==> src/rtl/result_serializer.sv <==
// result_serializer: buffers N-lane result vectors in a DEPTH-entry FIFO and streams lanes out lane 0 first.
// Optional RESULT_SERIALIZER_RELU_EN clamps negative output elements to zero.
module result_serializer #(
    parameter int Width = 8,
    parameter int N     = 4,
    parameter int DEPTH = 4
) (
    input  logic                 clk,
    input  logic                 rst_n,
    input  logic                 in_valid,
    input  logic [N*Width-1:0]   in_data,
    input  logic                 in_last,
    output logic                 in_ready,
    output logic                 out_valid,
    input  logic                 out_ready,
    output logic [Width-1:0]     out_data,
    output logic                 out_last,
    output logic                 busy
);
    localparam int LW = $clog2(N);
    localparam int PW = DEPTH > 1 ? $clog2(DEPTH) : 1;
    localparam int CW = $clog2(DEPTH + 1);

    typedef enum logic {EMPTY, SHIFT} state_t;

    state_t               state_q, state_d;
    logic [N*Width:0]     mem_q [DEPTH];
    logic [PW-1:0]        wr_ptr_q, wr_ptr_d, rd_ptr_q, rd_ptr_d;
    logic [CW-1:0]        count_q, count_d;
    logic [N*Width-1:0]   sh_q, sh_d;
    logic                 sh_last_q, sh_last_d;
    logic [LW-1:0]        lane_q, lane_d;
    logic                 push, pop, fire, at_end;
    logic [Width-1:0]     elem;

    function automatic logic [PW-1:0] inc(input logic [PW-1:0] p);
        return p == PW'(DEPTH - 1) ? '0 : p + PW'(1);
    endfunction

    // in_ready depends only on registered count, so a same-cycle pop never frees a full slot
    assign in_ready = count_q != CW'(DEPTH);
    assign busy     = (count_q != '0) || (state_q == SHIFT);

    always_comb begin
        push      = in_valid && in_ready;
        fire      = (state_q == SHIFT) && out_ready;
        at_end    = lane_q == LW'(N - 1);
        pop       = (count_q != '0) && ((state_q == EMPTY) || (fire && at_end));
        state_d   = state_q;
        lane_d    = lane_q;
        sh_d      = sh_q;
        sh_last_d = sh_last_q;
        if (pop) begin
            state_d              = SHIFT;
            lane_d               = '0;
            {sh_last_d, sh_d}    = mem_q[rd_ptr_q];
        end else if (fire) begin
            state_d = at_end ? EMPTY : SHIFT;
            lane_d  = at_end ? lane_q : lane_q + LW'(1);
        end
        wr_ptr_d = push ? inc(wr_ptr_q) : wr_ptr_q;
        rd_ptr_d = pop ? inc(rd_ptr_q) : rd_ptr_q;
        count_d  = (push && !pop) ? count_q + CW'(1) :
                   (!push && pop) ? count_q - CW'(1) : count_q;
    end

    always_ff @(posedge clk) begin
        if (push) mem_q[wr_ptr_q] <= {in_last, in_data};
    end

    always_ff @(posedge clk or negedge rst_n) begin
        if (!rst_n) begin
            state_q   <= EMPTY;
            wr_ptr_q  <= '0;
            rd_ptr_q  <= '0;
            count_q   <= '0;
            sh_q      <= '0;
            sh_last_q <= 1'b0;
            lane_q    <= '0;
        end else begin
            state_q   <= state_d;
            wr_ptr_q  <= wr_ptr_d;
            rd_ptr_q  <= rd_ptr_d;
            count_q   <= count_d;
            sh_q      <= sh_d;
            sh_last_q <= sh_last_d;
            lane_q    <= lane_d;
        end
    end

    always_comb begin
        elem      = sh_q[lane_q*Width +: Width];
        out_valid = state_q == SHIFT;
`ifdef RESULT_SERIALIZER_RELU_EN
        out_data  = (out_valid && !elem[Width-1]) ? elem : '0;
`else
        out_data  = out_valid ? elem : '0;
`endif
        out_last  = out_valid && at_end && sh_last_q;
    end
endmodule

==> config.mk <==
export PLATFORM = sky130hd
export DESIGN_NAME = result_serializer
export DESIGN_NICKNAME = d
export VERILOG_FILES = /design/src/rtl/result_serializer.sv
export SDC_FILE = /design/constraint.sdc
export NUM_CORES = 1
export LEC_CHECK = 0
export BUFFER_PORTS_ARGS = -buffer_cell sky130_fd_sc_hd__buf_2
export CAP_MARGIN = 10
export CORE_AREA = 2 2 136 138
export DETAILED_ROUTE_END_ITERATION = 7
export DIE_AREA = 0 0 138 140
export PLACE_DENSITY_LB_ADDON = 0.2
export SETUP_SLACK_MARGIN = 0.3
export SYNTH_ARGS = -nofsm -noshare
export SYNTH_HDL_FRONTEND = slang
export SYNTH_SLANG_ARGS = --single-unit
export TNS_END_PERCENT = 100
==> constraint.sdc <==
create_clock -name clk -period 4.4 [get_ports clk]
set_input_delay 1.1 -clock clk [delete_from_list [all_inputs] [get_ports clk]]
set_output_delay 1.1 -clock clk [all_outputs]
set_load 0.05 [all_outputs]
==> metrics.log <==
INFO  metric area_growth = 15.1%
INFO  metric most_common_cell_after_layout_fill_and_taps_aside = sky130_fd_sc_hd__edfxtp_1
INFO  metric nNetsFinal = 422
INFO  metric clk_path_buf_depth = 2
INFO  metric synth_largest_area_cell = sky130_fd_sc_hd__edfxtp_1
INFO  metric avgViaCountPerCell = 4.99
INFO  metric fp.dieArea = 19300 µm²
INFO  metric status = complete, no violations
INFO  metric post_detailed_placement_half_perimeter_wirelength = 7570 µm
INFO  metric timing.max_slew.rel_slack = 0.298
INFO  metric start_util = 0.394
INFO  metric htree_num_levels = 4
INFO  metric path_class = reg2out
INFO  metric worst_setup_path_end_kind = output pin
INFO  metric p_leak = 0.00292 µW
INFO  metric cts_hold_buf = 0
INFO  metric drv_cap = 0
INFO  metric worstSetupPathDepth = 3
INFO  metric hold_path.class = reg2reg
INFO  metric clock-sinks = 175
INFO  metric distinct_cell_type_count_of_the_synthesized_netlist = 28
INFO  metric critical_path.max_fanout = 11
INFO  metric io_pins = 49
INFO  metric fp.coreArea = 17800 µm²
INFO  metric setup_viol_count_final = 0
INFO  metric post_cts.resized_instances = 0
INFO  metric post_cts_buffers = 0
INFO  metric wirelength = 12600 µm
INFO  metric rows = 49
INFO  metric final_period_minus_worst_setup_slack = 3.34 ns
INFO  metric whs_path_depth = 1
INFO  metric worstPathBufferInverterCount = 1
INFO  metric final_count_of_hold_timing_violations = 0
INFO  metric pin_count_of_the_biggest_net_entering_global_routing = 44
INFO  metric crit_path_start_kind = flop
INFO  metric numCtsBuffers = 17
INFO  metric synth.cell_area = 7000 µm²
INFO  metric final.setup_skew = 0.00760 ns
INFO  metric postSynthCellCount = 317
INFO  metric yosysSeqAreaShare = 0.720
INFO  metric path_cells = mux4_2, and2_1, buf_2
INFO  metric ys_top_cells_by_area = sky130_fd_sc_hd__edfxtp_1 57%, sky130_fd_sc_hd__dfrtp_1 15%, sky130_fd_sc_hd__mux4_2 12%
INFO  metric routed_wire_length_per_instance = 20.4 µm
INFO  metric worst_ep_required_time = 3.30 ns
INFO  metric synth-warning-count = 0
INFO  metric placedCellCount = 587
INFO  metric fin_crit_sh = 0.760
INFO  metric finalWeightedCongestion = 0.660
INFO  metric grt_setup_unrepaired = false
INFO  metric die_x = 138 µm
INFO  metric all_layer_global_routing_usage = 0.141
INFO  metric number_of_storage_elements_in_the_synthesis_netlist = 175
INFO  metric syn_nets = 362
INFO  metric ir_drop = 0.000432 V
INFO  metric cpPeakStageDelay = 0.85 ns
INFO  metric clk-insertion-delay-late = 0.43 ns
INFO  metric synth_top_area_share = 0.566
INFO  metric grt.overflow.total = 0
INFO  metric worst_setup_hold_path_clk_slew = 0.07 ns
INFO  metric drcViolationCount = 0
INFO  metric die_y = 140 µm
INFO  metric root_buffer = sky130_fd_sc_hd__clkbuf_16
INFO  metric cpLargestDelayFamily = flip-flops
INFO  metric finish.cell_count_without_fillers = 621
INFO  metric finish.utilization = 0.453
INFO  metric post_route_cells_drive_above_1_share = 0.418
INFO  metric worst_path_max_delay_cell = sky130_fd_sc_hd__dfrtp_1
INFO  metric drv_slew = 0
INFO  metric timing.reg2reg.worst_path_depth = 8
INFO  metric tightest_slew = 1.05 ns
INFO  metric tritoncts_clock_tree = yes
INFO  metric number_of_inserted_filler_cells_in_the_final_layout = 1537
INFO  metric first_pass_grt_wire_length = 20000 µm
INFO  metric worst_ep_arrival_time = 2.24 ns
INFO  metric ant_nets = 0
INFO  metric grt_antenna_before_repair = 2
INFO  metric post_synth.cell_area_avg = 22.1 µm²
INFO  metric drt-pass1-iter-count = 6
INFO  metric vias = 3096
INFO  metric fmax = 299 MHz
INFO  metric vias_in_the_first_global_route = 3487
INFO  metric power_density = 721 nW/µm²
INFO  metric final_cell_mix = 132 x sky130_fd_sc_hd__edfxtp_1, 48 x sky130_fd_sc_hd__buf_2, 42 x sky130_fd_sc_hd__dfrtp_1, 36 x sky130_fd_sc_hd__mux4_2, 28 x sky130_fd_sc_hd__mux2_4
INFO  metric final.setup.tns = 0 ns
INFO  metric port-buffer-count = 48
INFO  metric drt_first_iter_violations = 142
## path summary, 6_finish.rpt
| path | startpoint | to | slack, ns |
|---|---|---|---|
| worst max-delay path | lane_q[0] | out_data[7] | 1.06 |
| worst min-delay path | sh_q[13] | sh_q[13] | 0.51 |
| worst max register to register | lane_q[0] | count_q[1] | 1.83 |
| worst min register to register | sh_q[13] | sh_q[13] | 0.51 |
| max in group asynchronous | rst_n | rd_ptr_q[0] | 2.83 |
| min in group asynchronous | rst_n | sh_q[4] | 0.87 |
## report_power, final
part / switching, µW / internal [µW]
registers: 336 / 2250
clock network: 648 / 854
logic: 834 / 886
## logic make-up (layout without fill, tap and decap cells)
logic type               Yosys count  count (layout)  share of synthesized area
adder cells (fa/ha/maj)            8               8                     0.0154
AO/OA/AOI/OAI                      6               6                    0.00787
flip-flops                       175             175                      0.720
AND/OR/NAND/NOR                   24              24                     0.0191
other                              0               2                          0
multiplexers                      80              80                      0.212
buffers and inverters             21              94                     0.0215
XOR/XNOR                           3               3                    0.00376
## metal layers
metal,track usage,up-vias,part of all wire
met1,0.177,1634,0.44
met4,0.0516,0,0.015
met5,0,-,0
met2,0.232,51,0.50
met3,0.0427,18,0.040
li1,-,1393,-
## sequential cells by signal (all words and copies together) (netlist names)
register	count
wr_ptr_q	2
mem_q	132
rd_ptr_q	2
sh_last_q	1
count_q	3
lane_q	2
out_valid	1
sh_q	32
## Yosys cell counts (all sizes together)
library cell,number
edfxtp,132
dfrtp,43
mux4,41
mux2,38
and2,12
buf,10
ha,7
inv,7
clkbuf,4
nand2,4
nor2,4
a21boi,2
a22o,2
nand2b,2
xor2,2
a21oi,1
and3,1
fa,1
mux2i,1
nor3,1
o22ai,1
xnor2,1
## cell type report
cell class              instances  area, µm²  area share
clock inverters                15        169      0.0210
repair buffers                 55        293      0.0364
flip-flops and latches        175       5040       0.626
multi-input cells             121       1810       0.224
clock buffers                  17        425      0.0528
diodes                          2       5.00    0.000621
inverters                       7       26.3     0.00326
well taps                     229        287      0.0356
## per-stage QoR
| step | setup WS (ns) | power (µW) | instance area (µm²) | hold slack (ns) |
|---|---|---|---|---|
| 2_1_floorplan | 1.64 | 3960 | 7000 | 0.475 |
| 3_3_place_gp | 1.48 | 4350 | 7450 | 0.492 |
| 3_5_place_dp | 1.45 | 4390 | 7450 | 0.491 |
| 4_1_cts | 0.984 | 5900 | 8050 | 0.514 |
| 5_1_grt | 0.920 | 6110 | 8050 | 0.528 |
| 6_report | 1.06 | 5810 | 8050 | 0.511 |
Note: power is estimated with default switching activity, not from simulation.
